[src/rtl/btn_cmd_gen.sv]
// btn_cmd_gen: sync, debounce and arbitrate three pushbuttons into held one-hot Processor commands.
// Define AUTO_REPEAT_EN to re-issue a held command every REPEAT_CYCLES.
module btn_cmd_gen #(
  parameter int DEBOUNCE_CYCLES = 250000,
  parameter int HOLD_CYCLES = 2,
  parameter int REPEAT_CYCLES = 5000000
) (
  input  logic       clk,
  input  logic       rst,
  input  logic [2:0] btn_n_raw,
  input  logic [7:0] sw,
  output logic [2:0] btn,
  output logic [7:0] bytePos,
  output logic       cmd_valid
);
  localparam int DW = $clog2(DEBOUNCE_CYCLES) + 1;
  localparam int HW = $clog2(HOLD_CYCLES) + 1;
  typedef enum logic [1:0] {IDLE, HOLD, WAIT_REL} state_t;
  state_t state;
  logic [2:0] s1, s2, deb, deb_d, lvl, ev, win;
  logic [DW-1:0] cnt [3];
  logic [HW-1:0] hcnt;
`ifdef AUTO_REPEAT_EN
  localparam int RW = $clog2(REPEAT_CYCLES) + 1;
  logic [RW-1:0] rcnt;
  logic [2:0] cmd;
`endif
  assign lvl = ~s2;
  assign ev = deb & ~deb_d;
  assign win = ev[2] ? 3'b100 : ev[1] ? 3'b010 : ev[0] ? 3'b001 : 3'b000;
  always_ff @(posedge clk or negedge rst) begin
    if (!rst) begin
      s1 <= '1;
      s2 <= '1;
      deb <= '0;
      deb_d <= '0;
      for (int i = 0; i < 3; i++) cnt[i] <= '0;
    end else begin
      s1 <= btn_n_raw;
      s2 <= s1;
      deb_d <= deb;
      for (int i = 0; i < 3; i++)
        if (lvl[i] == deb[i]) cnt[i] <= '0;
        else if (cnt[i] == DW'(DEBOUNCE_CYCLES - 1)) begin
          cnt[i] <= '0;
          deb[i] <= ~deb[i];
        end else cnt[i] <= cnt[i] + 1'b1;
    end
  end
  always_ff @(posedge clk or negedge rst) begin
    if (!rst) begin
      state <= IDLE;
      btn <= '0;
      bytePos <= '0;
      cmd_valid <= 1'b0;
      hcnt <= '0;
`ifdef AUTO_REPEAT_EN
      rcnt <= '0;
      cmd <= '0;
`endif
    end else begin
      case (state)
        IDLE:
          if (|ev) begin
            btn <= win;
            bytePos <= sw;
            cmd_valid <= 1'b1;
            hcnt <= HW'(HOLD_CYCLES - 1);
            state <= HOLD;
`ifdef AUTO_REPEAT_EN
            cmd <= win;
`endif
          end
        HOLD: begin
          cmd_valid <= 1'b0;
          if (hcnt == '0) begin
            btn <= '0;
            state <= WAIT_REL;
          end else hcnt <= hcnt - 1'b1;
        end
        WAIT_REL: begin
`ifdef AUTO_REPEAT_EN
          if (|(deb & cmd)) begin
            if (rcnt == RW'(REPEAT_CYCLES - 1)) begin
              rcnt <= '0;
              btn <= cmd;
              bytePos <= sw;
              cmd_valid <= 1'b1;
              hcnt <= HW'(HOLD_CYCLES - 1);
              state <= HOLD;
            end else rcnt <= rcnt + 1'b1;
          end else begin
            rcnt <= '0;
            if (deb == 3'b000) state <= IDLE;
          end
`else
          if (deb == 3'b000) state <= IDLE;
`endif
        end
        default: state <= IDLE;
      endcase
    end
  end
endmodule

[config.mk]
export PLATFORM = sky130hd
export DESIGN_NAME = btn_cmd_gen
export DESIGN_NICKNAME = d
export VERILOG_FILES = /design/src/rtl/btn_cmd_gen.sv
export SDC_FILE = /design/constraint.sdc
export NUM_CORES = 1
export LEC_CHECK = 0
export CAP_MARGIN = 20
export CORE_AREA = 8 8 67 127
export DETAILED_ROUTE_END_ITERATION = 8
export DIE_AREA = 0 0 75 135
export MAX_ROUTING_LAYER = met4
export PLACE_DENSITY = 0.84
export SLEW_MARGIN = 20
export SYNTH_ARGS = -nofsm -noshare
export SYNTH_HDL_FRONTEND = slang
export SYNTH_SLANG_ARGS = --single-unit
[constraint.sdc]
create_clock -name clk -period 2.6 [get_ports clk]
set_input_delay 0.39 -clock clk [delete_from_list [all_inputs] [get_ports clk]]
set_output_delay 0.39 -clock clk [all_outputs]
set_load 0.05 [all_outputs]
==> qor.yml, run 1 <==
synth_top_cells_by_area: "dfrtp_1 50%, xnor2_1 6.0%, nor2_1 5.1%, dfstp_2 4.0%, xor2_1 4.0%"
setup_viol: 0
finalCriticalPeriod_ns: 2.10
synth_warnings: 0
syn_inst: 368
ys_types: 40
area_growth_pct: 17.4
ys_ff_latch: 85
dp_cells: 476
drt_wl_total_um: 7540
clockRootBuffer: "clkbuf_16"
initial_core_util: 0.577
rsz0062_at_grt: "false"
drcViolationCount: 0
core_area_um2: 6830
total_power_w: 0.00289
drtIter0Drc: 206
antenna_found_initial: 0
fin_crit_sh: 0.807
finalHoldViolCount: 0
tightest_slew_ns: 0.754
grt_max_degree: 64
hold_ws_ns: 0.355
synth-async-reset-ratio: 1.00
p_leak_nw: 1.89
syn-mean-instance-area_um2: 10.7
finalSetupTns_ns: 0
path_clk_slew_ns: 0.06
crit_path_end: "cnt[24]"
cp_max_fo: 19
drv_slew: 0
drtAntennaViolNets: 0
grt_pass1_wl_um: 13100
synth-edff-count: 0
area.sequential_um2: 2130
slew_headroom: 0.497
r2r_slack_ns: 0.50
synth.top_cell.area_share: 0.502
dr.pass1.iters: 4
pwr_density_cell_nw_per_um2: 625
crit_path_start_kind: "register"
placementRows: 43
yosysTopAreaCell: "dfrtp_1"
clock_latency_ns: 0.34
overflow: 0
synth_commonest_cells: "79 x dfrtp_1, 54 x nor2_1, 27 x xnor2_1"
cts_buffer_depth: 2
instances_no_fill: 493
ir_drop_v: 0.000529
fp.dieW_um: 75
max_freq_mhz: 477
cts-resized-gates: 0
multi_input_area_um2: 1740
track_usage: 0.170
worstReg2RegEnd: "cnt[24]"
startpoint: "cnt[19]"
fin_worst_skew_ns: 0.00543
grt_pass1_vias: 2893
crit_type: "register to register"
dp_hpwl_um: 5200
required_ns: 2.80
yosysSeqAreaShare: 0.542
cts_tree: "yes"
cts.htree.levels: 3
synth_area_um2: 3940
end_kind: "register"
dr_total_vias: 2892
ys.flop_type: "dfrtp_1"
dieArea_um2: 10100
synth_nets: 385
n_fill_cell: 535
viasPerCell: 5.87
cts_made_buffers: 9
num_io_pins: 25
yosysMostFrequentCell: "dfrtp_1"
worstPathArrival_ns: 2.29
fp.dieH_um: 135
hold_path.class: "register to register"
drive_gt1_frac: 0.0993
diodes: 0
final_net_count: 415
status: "complete, no violations"
wl_per_cell_um: 15.3
rr_worst_depth: 5
gp_congestion: 0.846
cts.sink_count: 85
reg2reg_from: "cnt[19]"
numPortBuffers: 24
cap_violations: 0
-- layer usage --
layer / share of wire / track usage / up-vias
met5: 0 / - / -
met4: 0.022 / 0.0846 / 0
met3: 0.049 / 0.0416 / 12
met2: 0.51 / 0.264 / 71
met1: 0.42 / 0.197 / 1427
li1: - / - / 1382
-- logic make-up (layout without fill, tap and decap cells) --
logic type | count (synthesis) | after routing | share of synthesized area
and+or+nand+nor | 167 | 167 | 0.230
DFF | 85 | 85 | 0.542
xor gates and xnor gates | 45 | 45 | 0.100
AOI/OAI and AO/OA | 42 | 42 | 0.0721
buffers and inverters | 16 | 51 | 0.0178
muxes | 9 | 9 | 0.0257
adders and majority gates | 4 | 4 | 0.0127
-- placed cells by master, fill, tap and decap left out, drive strengths merged, types with 3 or more instances in the layout --
cell type / netlist / final
dfstp: 6 / 6
nor2: 54 / 54
dfrtp: 79 / 79
nor4: 10 / 10
o31ai: 8 / 8
xnor2: 27 / 27
a21oi: 12 / 12
o21ai: 15 / 15
nand3: 23 / 23
nor2b: 3 / 3
bufinv: 0 / 3
nand4: 21 / 21
and3: 3 / 3
clkbuf: 3 / 12
or4: 6 / 6
and4: 6 / 6
nor3: 12 / 12
mux2: 9 / 9
nor4b: 5 / 5
inv: 9 / 9
nand2: 14 / 14
clkdlybuf4s50: 0 / 23
or3: 5 / 5
xor2: 18 / 18
ha: 4 / 4
o41ai: 4 / 4
-- worst min path at each step --
stage / start / end / slack [ns] / cells past startpoint
finish: s1[2] / s2[2] / 0.35 / 0
global route: s1[0] / s2[0] / 0.36 / 0
CTS: s1[2] / s2[2] / 0.35 / 0
floorplan: rst / btn[0] / 0.09 / 0
detailed placement: rst / cnt[8] / 0.30 / 1
global placement: rst / cnt[8] / 0.30 / 1
-- worst max-delay path, stage by stage, from the launching register on --
cell	delay, ns
dfrtp_1	0.41
ha_1	0.25
nand3_2	0.17
or4_1	0.53
o21ai_4	0.48
nor2_1	0.12
-- layout make-up --
class / instances / area share
Clock buffer: 12 / 0.0533
Clock inverter: 4 / 0.0206
Inverter: 9 / 0.00730
Tap cell: 90 / 0.0243
Multi-Input combinational cell: 267 / 0.375
Timing Repair Buffer: 26 / 0.0579
Sequential cell: 85 / 0.461
-- through the flow --
stage	utilization	setup WS, ns	cell area [um2]
floorplan	-	0.769	3940
global placement	0.626	0.622	4270
detailed placement	0.626	0.489	4270
CTS	0.677	0.474	4630
global route	0.677	0.298	4630
finish	0.677	0.501	4630
-- what timing repair did --
action / CTS / global route
buffers inserted: 0 / 0
setup endpoints to repair: 0 / 0
endpoints found under the hold margin: 20 / 0
hold buffers: 1 / 0
-- power breakdown --
| group | leakage (nW) | switching (W) | total (W) | internal (W) |
|---|---|---|---|---|
| clock network | 0.167 | 0.000478 | 0.00144 | 0.000963 |
| logic | 0.563 | 0.0000535 | 0.0000873 | 0.0000339 |
| registers | 1.16 | 0.0000174 | 0.00136 | 0.00134 |
| total | 1.89 | 0.000549 | 0.00289 | 0.00234 |
-- state kept, by name, indices dropped and copies added, names as in the netlist --
name	count
btn	3
bytePos	8
cmd_valid	1
cnt	57
deb	3
deb_d	3
hcnt	2
s1	3
s2	3
state	2
Note: power is estimated with default switching activity, not from simulation.
==> run 2: changes to the inputs <==
==> constraint.sdc (replaced) <==
create_clock -name clk -period 2.1 [get_ports clk]
set_input_delay 0.315 -clock clk [delete_from_list [all_inputs] [get_ports clk]]
set_output_delay 0.315 -clock clk [all_outputs]
set_load 0.05 [all_outputs]
==> qor.yml, run 2 (synthesized netlist as in run 1, its figures left out) <==
fp.dieW_um: 75  # unchanged
finalSetupTns_ns: 0  # unchanged
drcViolationCount: 0  # unchanged
initial_core_util: 0.577  # unchanged
cts.htree.levels: 3  # unchanged
hold_path.class: "register to register"  # unchanged
largest_register_ffs: 57  # unchanged
core_area_um2: 6830  # unchanged
drtAntennaViolNets: 0  # unchanged
grt_max_degree: 45  # was 64
fin_crit_sh: 0.919  # was 0.807
path_clk_slew_ns: 0.06  # about the same
crit_type: "register to register"  # unchanged
fin_worst_skew_ns: 0.00985  # was 0.00543 ns
final_net_count: 422  # was 415
fin_util: 0.680  # was 0.677
finalHoldViolCount: 0  # unchanged
p_leak_nw: 1.91  # was 1.89 nW
rsz0062_at_grt: "false"  # unchanged
area_growth_pct: 18.0  # was 17.4%
cts.sink_count: 85  # unchanged
dp_hpwl_um: 5520  # was 5200 um
antenna_found_initial: 0  # unchanged
drv_slew: 0  # unchanged
dr_total_vias: 2975  # was 2892
fp.dieH_um: 135  # unchanged
end_kind: "register"  # unchanged
track_usage: 0.180  # was 0.170
tightest_slew_ns: 0.651  # was 0.754 ns
diodes: 0  # unchanged
setup_viol: 0  # unchanged
viasPerCell: 5.95  # was 5.87
cap_violations: 0  # unchanged
hold_depth: 0  # unchanged
num_io_pins: 25  # unchanged
r2r_slack_ns: 0.17  # was 0.50 ns
gp_congestion: 0.934  # was 0.846
startpoint: "cnt[19]"  # unchanged
mostFrequentLayoutCell: "dfrtp_1"  # unchanged
reg2reg_from: "cnt[19]"  # unchanged
pwr_density_cell_nw_per_um2: 724  # was 625 nW/um2
placementRows: 43  # unchanged
cts_tree: "yes"  # unchanged
numPortBuffers: 24  # unchanged
overflow: 0  # unchanged
slew_headroom: 0.560  # was 0.497
cts_buffer_depth: 2  # unchanged
largestRegisters: "cnt (57), bytePos (8)"  # unchanged
worstPathArrival_ns: 2.20  # was 2.29 ns
grt_pass1_vias: 2944  # was 2893
clockRootBuffer: "clkbuf_16"  # unchanged
required_ns: 2.37  # was 2.80 ns
drive_gt1_frac: 0.112  # was 0.0993
max_freq_mhz: 518  # was 477 MHz
drt_wl_total_um: 7970  # was 7540 um
finalCriticalPeriod_ns: 1.93  # was 2.10 ns
dieArea_um2: 10100  # unchanged
status: "complete, no violations"  # unchanged
crit_path_start_kind: "register"  # unchanged
cts_made_buffers: 9  # unchanged
total_power_w: 0.00337  # was 0.00289 W
wl_per_cell_um: 15.9  # was 15.3 um
rr_worst_depth: 5  # unchanged
grt_pass1_wl_um: 14000  # was 13100 um
ir_drop_v: 0.000693  # was 0.000529 V
clock_latency_ns: 0.34  # about the same
cts_setup_buffers: 0  # unchanged
drtIter0Drc: 271  # was 206
cp_max_fo: 6  # was 19
dr.pass1.iters: 4  # unchanged
regMostFlops: "cnt"  # unchanged
worstReg2RegEnd: "cnt[37]"  # was cnt[24]
crit_path_end: "cnt[37]"  # was cnt[24]
final_cell_mix: "79 x dfrtp_1, 54 x nor2_1, 27 x xnor2_1"  # unchanged
-- run 2: stage by stage --
step | worst slack, ns | instance area, um2 | cells | hold slack [ns]
final | 0.170 | 4650 | 500 | 0.356
after CTS | 0.170 | 4650 | 500 | 0.357
after floorplan | 0.269 | 3940 | 368 | 0.0194
after detailed placement | 0.176 | 4340 | 483 | 0.324
after global placement | 0.262 | 4340 | 483 | 0.316
after global routing | 0.0580 | 4650 | 500 | 0.358
-- run 2: worst min path at each step --
stage             end  startpoint
2_1_floorplan  btn[0]         rst
6_report        s2[0]       s1[0]
3_5_place_dp   cnt[5]         rst
5_1_grt         s2[1]       s1[1]
3_3_place_gp   cnt[5]         rst
4_1_cts         s2[0]       s1[0]
-- run 2: layout make-up --
cell class              count  area (um2)
fillers                   510        2180
flip-flops and latches     85        2130
multi-input cells         267        1740
repair buffers             33         333
clock buffers              14         264
well taps                  90         113
clock inverters             2        35.0
inverters                   9        33.8
-- run 2: power by group --
group	switching, W	total [W]	internal (W)
sequential	0.0000210	0.00168	0.00166
combinational	0.0000656	0.000113	0.0000473
clock	0.000584	0.00157	0.000985
total	0.000670	0.00337	0.00270
-- run 2: critical path, stage by stage (launching register included) --
cell,delay [ns]
dfrtp_1,0.40
ha_1,0.23
nand3_2,0.16
or4_4,0.58
or3_1,0.34
a21oi_2,0.15
-- run 2: layer usage --
| layer | wire [um] | vias to the layer above | global-route usage |
|---|---|---|---|
| li1 | - | 1395 | - |
| met3 | 406 | 15 | 0.0409 |
| met1 | 3150 | 1468 | 0.208 |
| met5 | 0 | - | - |
| met2 | 4260 | 97 | 0.293 |
| met4 | 144 | 0 | 0.0648 |
-- run 2: timing repair --
action                                  CTS  global route
hold endpoints to repair                 37             0
gates resized for setup                   0             0
endpoints found under the setup margin    0             0
hold buffers                              1             0
